$ cat src/rtl/reg_scoreboard_pkg.sv
// Shared constants for the register scoreboard.
//   NREG_DEF / CNT_W_DEF : default register count and per-register counter width
//   RS_* / RT_*          : source register field positions in the IF/ID word
//   REG_ZERO             : the hardwired-zero register number
package reg_scoreboard_pkg;

    localparam int NREG_DEF  = 32;
    localparam int CNT_W_DEF = 2;
    localparam int REGW      = 5;

    localparam int RS_HI = 25;
    localparam int RS_LO = 21;
    localparam int RT_HI = 20;
    localparam int RT_LO = 16;

    localparam logic [REGW-1:0] REG_ZERO = '0;

    typedef logic [REGW-1:0] regnum_t;

endpackage

$ cat src/rtl/reg_scoreboard_sb_counter.sv
// Single pending-write counter for one architectural register.
//   clk_i   : clock
//   rst_n_i : synchronous active-low reset
//   inc_i   : one more write in flight
//   dec_i   : one write retired
//   clr_i   : drop all pending writes (flush)
//   cnt_o   : current pending count
//   zero_o  : count is zero
module sb_counter #(
    parameter int CNT_W = 2
) (
    input  logic             clk_i,
    input  logic             rst_n_i,
    input  logic             inc_i,
    input  logic             dec_i,
    input  logic             clr_i,
    output logic [CNT_W-1:0] cnt_o,
    output logic             zero_o
);

    localparam logic [CNT_W-1:0] CNT_MAX = '1;

    logic [CNT_W-1:0] cnt_q;
    logic [CNT_W-1:0] cnt_d;

    // Simultaneous inc and dec cancel. The end-stop guards are defensive;
    // the top level already stalls before saturation and gates dec at zero.
    always_comb begin
        cnt_d = cnt_q;
        if (clr_i) begin
            cnt_d = '0;
        end else if (inc_i && !dec_i && cnt_q != CNT_MAX) begin
            cnt_d = cnt_q + CNT_W'(1);
        end else if (dec_i && !inc_i && cnt_q != '0) begin
            cnt_d = cnt_q - CNT_W'(1);
        end
    end

    always_ff @(posedge clk_i) begin
        if (!rst_n_i) begin
            cnt_q <= '0;
        end else begin
            cnt_q <= cnt_d;
        end
    end

    assign cnt_o  = cnt_q;
    assign zero_o = (cnt_q == '0);

endmodule

$ cat src/rtl/reg_scoreboard.sv
// Register scoreboard: tracks in-flight writes per architectural register and
// stalls the ID stage on read-after-write hazards or counter saturation.
//   clk      : clock
//   clrn     : synchronous active-low reset
//   ifid_o   : IF/ID instruction word (rs/rt source fields)
//   id_valid : ID holds a real instruction
//   id_usert : instruction reads rt
//   id_wreg  : instruction writes a register
//   id_wn    : destination register
//   wb_valid : writeback commits a register write
//   wb_wn    : writeback destination
//   flush    : discard all in-flight writes
//   stall    : hold IF/ID this cycle
//   busy     : per-register pending flag
//   wb_err   : sticky, writeback to a register with nothing pending
module reg_scoreboard
    import reg_scoreboard_pkg::*;
#(
    parameter int NREG  = NREG_DEF,
    parameter int CNT_W = CNT_W_DEF
) (
    input  logic            clk,
    input  logic            clrn,
    input  logic [31:0]     ifid_o,
    input  logic            id_valid,
    input  logic            id_usert,
    input  logic            id_wreg,
    input  logic [4:0]      id_wn,
    input  logic            wb_valid,
    input  logic [4:0]      wb_wn,
    input  logic            flush,
    output logic            stall,
    output logic [NREG-1:0] busy,
    output logic            wb_err
);

    localparam logic [CNT_W-1:0] CNT_MAX = '1;

    regnum_t rs;
    regnum_t rt;
    logic    unused_ifid;

    assign rs          = ifid_o[RS_HI:RS_LO];
    assign rt          = ifid_o[RT_HI:RT_LO];
    assign unused_ifid = ^{ifid_o[31:26], ifid_o[15:0]};

    // Register 0 has no storage; its count reads as zero everywhere.
    logic [CNT_W-1:0] cnt [1:NREG-1];
    logic [NREG-1:0]  nz;

    logic [CNT_W-1:0] rs_cnt, rt_cnt, wn_cnt, wb_cnt;
    logic [CNT_W-1:0] rs_eff, rt_eff, wn_eff;
    logic             wb_rel;
    logic             hazard, sat;
    logic             issue, wr_inc;
    logic             wb_err_q, wb_err_d;

    assign wb_rel = wb_valid && (wb_wn != REG_ZERO) && (int'(wb_wn) < NREG);

    always_comb begin
        rs_cnt = '0;
        rt_cnt = '0;
        wn_cnt = '0;
        wb_cnt = '0;
        for (int i = 1; i < NREG; i++) begin
            if (rs == REGW'(i))    rs_cnt = cnt[i];
            if (rt == REGW'(i))    rt_cnt = cnt[i];
            if (id_wn == REGW'(i)) wn_cnt = cnt[i];
            if (wb_wn == REGW'(i)) wb_cnt = cnt[i];
        end
    end

    // A writeback landing this cycle releases its register immediately, so
    // the effective count seen by ID already has it subtracted.
    assign rs_eff = rs_cnt - CNT_W'(wb_rel && wb_wn == rs);
    assign rt_eff = rt_cnt - CNT_W'(wb_rel && wb_wn == rt);
    assign wn_eff = wn_cnt - CNT_W'(wb_rel && wb_wn == id_wn);

    assign hazard = ((rs != REG_ZERO) && (rs_eff != '0)) ||
                    (id_usert && (rt != REG_ZERO) && (rt_eff != '0));
    assign sat    = id_wreg && (id_wn != REG_ZERO) && (wn_eff == CNT_MAX);

    assign stall  = clrn && id_valid && !flush && (hazard || sat);
    assign issue  = id_valid && !stall && !flush;
    assign wr_inc = issue && id_wreg && (id_wn != REG_ZERO);

    assign nz[0] = 1'b0;

    for (genvar g = 1; g < NREG; g++) begin : g_cnt
        logic inc, dec, zero;

        assign inc = wr_inc && (id_wn == REGW'(g));
        assign dec = wb_rel && (wb_wn == REGW'(g)) && !zero;

        sb_counter #(
            .CNT_W (CNT_W)
        ) u_cnt (
            .clk_i   (clk),
            .rst_n_i (clrn),
            .inc_i   (inc),
            .dec_i   (dec),
            .clr_i   (flush),
            .cnt_o   (cnt[g]),
            .zero_o  (zero)
        );

        assign nz[g] = ~zero;
    end

    assign busy = nz;

    // A flushed writeback is discarded, so it cannot flag an error either.
    assign wb_err_d = wb_err_q || (wb_rel && !flush && (wb_cnt == '0));

    always_ff @(posedge clk) begin
        if (!clrn) begin
            wb_err_q <= 1'b0;
        end else begin
            wb_err_q <= wb_err_d;
        end
    end

    assign wb_err = wb_err_q;

endmodule

$ cat config.mk
export PLATFORM = sky130hd
export DESIGN_NAME = reg_scoreboard
export DESIGN_NICKNAME = d
export VERILOG_FILES = /design/src/rtl/reg_scoreboard_pkg.sv /design/src/rtl/reg_scoreboard_sb_counter.sv /design/src/rtl/reg_scoreboard.sv
export SDC_FILE = /design/constraint.sdc
export NUM_CORES = 1
export LEC_CHECK = 0
export ABC_AREA = 1
export CAP_MARGIN = 5
export CELL_PAD_IN_SITES_DETAIL_PLACEMENT = 2
export CELL_PAD_IN_SITES_GLOBAL_PLACEMENT = 2
export CORE_MARGIN = 3
export CORE_UTILIZATION = 31
export DETAILED_ROUTE_END_ITERATION = 10
export GPL_TIMING_DRIVEN = 0
export HOLD_SLACK_MARGIN = 0.12
export PLACE_DENSITY = 0.95
export SYNTH_ARGS = -nofsm -noshare
export SYNTH_HDL_FRONTEND = slang
export SYNTH_HIERARCHICAL = 1
export SYNTH_SLANG_ARGS = --single-unit
export TNS_END_PERCENT = 5
$ cat constraint.sdc
create_clock -name clk -period 14.77 [get_ports clk]
set_input_delay 3.6925 -clock clk [delete_from_list [all_inputs] [get_ports clk]]
set_output_delay 3.6925 -clock clk [all_outputs]
set_load 0.005 [all_outputs]
==> results_dict.tcl <==
set metrics [dict create \
    wirelength_microns 45100 \
    cts_buffers 9 \
    yosysUniqueCellTypes 37 \
    worstPathRequired_ns 11.08 \
    status "complete, no violations" \
    fin_tns_setup_ns 0 \
    crit_type "input port to output port" \
    highest_layer "met5" \
    cp_slowest_stage_delay_ns 0.73 \
    drv_slew 0 \
    drcViolationCount 0 \
    rsz0062_at_grt "false" \
    relSlewSlack_pct 34.7 \
    syn_nets 1603 \
    mostFrequentLayoutCell "nand2_1" \
    core_area_sq_um 24700 \
    port_buffers 47 \
    dr.pass1.iters 6 \
    cts.sinks 63 \
    placed_cells_incl_taps 1924 \
    cts_resized 0 \
    ir_drop_mv 0.0382 \
    cp-start-kind "input port" \
    layout-drive-gt1-share_pct 9.65 \
    cpMaxStageDelayCell "clkdlybuf4s50_1" \
    mostFrequentLayoutCells "376 x nand2_1, 320 x inv_1, 223 x nor2_1, 145 x nand3_1, 64 x nand2_2" \
    rows 57 \
    post_drt_wl_per_cell_microns 23.2 \
    setup_viol_count_final 0 \
    clockBufferDepth 2 \
    cts_tree "built" \
    fmax_mhz 81.9 \
    wl_met2_microns 20900 \
    antenna_found_initial 2 \
    p_per_area_nw_per_um2 58.0 \
    vias 11055 \
    place_congestion 1.03 \
    grt_pass1_wl_microns 69800 \
    initial_core_util_pct 32.1 \
    fin_nets 1661 \
    root_buffer "clkbuf_16" \
    fin_crit_ns 12.21 \
    ios 83 \
    overflow 0 \
    die-height_microns 166 \
    hold_path.class "register to register" \
    ys_warn_count 6 \
    cp.arrival_ns 8.51 \
    drt-initial-drc-count 1072 \
    path_max_fanout 6 \
    cp-end-kind "output port" \
    drt-met1-wl_microns 17900 \
    finalCritPeriodShare_pct 82.6 \
    grt_max_degree 35 \
    cts-hold-fix-buffers 0 \
    fin_util_pct 36.9 \
    synth.avg_cell_area_sq_um 5.12 \
    htree_levels 3 \
    stdcell_count 1941 \
    max-cap-violations 0 \
    ant_nets 0 \
    yosysSeqAreaShare_pct 15.9 \
    routed-wl-met3_microns 3770 \
    clkTransAtPathRegs_ns 0.06 \
    leakage_uw 0.00378 \
    hpwl_microns 34500 \
    worst_slew_pin_slew_ns 0.980 \
    dieWidth_microns 166 \
    cpMostUsedCell "nand2_1" \
    finalHoldViolCount 0 \
    postCtsSetupBuffers 0 \
    drt-vias-per-instance 5.70 \
    area_delta_synth_final_pct 15.0 \
    die_area_sq_um 27600 \
    fin_skew_ns 0.0144 \
    postSynthRegisterBits 63 \
    synthCells 1553 \
    grt_pass1_vias 12107 \
    insertion_delay_ns 0.38 \
    synth_area_sq_um 7950 \
    grtUsageTotal_pct 31.9 \
]
## per-layer routing
metal	global-route usage, %	vias to the layer above
met5	0	-
met3	9.05	179
li1	-	4975
met4	15.8	2
met1	37.0	5418
met2	53.8	481
## flip-flops by register name, indices dropped and copies added, names as in the netlist
name and cells:
g_cnt.u_cnt/cnt_o 62, wb_err 1
## through the flow
| step | area, sq um | hold WS [ns] | setup WS (ns) | power [uW] |
|---|---|---|---|---|
| 2_1_floorplan | 7950 | 0.443 | 4.93 | 227 |
| 3_3_place_gp | 8820 | 0.437 | 2.99 | 263 |
| 3_5_place_dp | 8810 | 0.516 | 2.90 | 266 |
| 4_1_cts | 9140 | 0.527 | 2.71 | 528 |
| 5_1_grt | 9140 | 0.556 | 2.21 | 546 |
| 6_report | 9140 | 0.518 | 2.56 | 530 |
## worst max-delay path, delay by kind of cell
| family | cells | cell delay [ns] |
|---|---|---|
| simple gates | 20 | 2.20 |
| buf+inv | 3 | 1.29 |
| compound gates | 6 | 1.06 |
| fa+ha+maj | 1 | 0.23 |
## area by class of cell
class | count | area, sq um
diodes | 1 | 2.50
clock inverters | 3 | 65.1
well taps | 324 | 405
plain buffers | 34 | 178
repair buffers | 47 | 460
clock buffers | 13 | 260
inverters | 328 | 1230
flip-flops and latches | 63 | 1260
fillers | 3255 | 15600
multi-input cells | 1128 | 5280
## worst paths after layout
| path | start | end | slack [ns] | cells after the start |
|---|---|---|---|---|
| max | id_wn[1] | stall | 2.56 | 30 |
| min | wb_err | wb_err | 0.52 | 2 |
| max reg2reg | g_cnt[3].u_cnt/cnt_o[0] | g_cnt[5].u_cnt/cnt_o[0] | 10.11 | 32 |
| min reg2reg | wb_err | wb_err | 0.52 | 2 |
## synthesized netlist by cell type (all sizes together)
library cell	instances	area share, %
nand2	440	23
dfxtp	63	16
or2	7	0.55
o22ai	3	0.24
o21bai	1	0.095
o2111ai	3	0.33
o21ai	59	3.7
inv	327	15
nor4	20	1.6
o32ai	1	0.11
xor2	5	0.55
conb	1	0.047
clkbuf	14	0.66
nand4	48	3.8
clkinv	1	0.047
nor3b	1	0.095
xnor2	4	0.44
a21oi	49	3.1
a31oi	32	2.5
a31o	2	0.22
buf	20	1.6
nor3	38	2.5
nand3b	1	0.095
nor2	264	14
ha	1	0.16
nand3	148	9.5
## where the power goes
part | leakage, uW | internal (uW) | total (uW) | switching (uW)
Clock | 0.000160 | 157 | 261 | 104
Sequential | 0.000507 | 170 | 170 | 0.377
Combinational | 0.00311 | 23.5 | 98.8 | 75.3
Total | 0.00378 | 351 | 530 | 179
## cell families after synthesis
| group | share of synthesized area (%) |
|---|---|
| xor gates and xnor gates | 0.992 |
| buffers and inverters | 17.7 |
| DFF | 15.9 |
| other | 0.0472 |
| AOI/OAI and AO/OA | 10.3 |
| adders and majority gates | 0.157 |
| and+or+nand+nor | 54.9 |
Note: power is estimated with default switching activity, not from simulation.
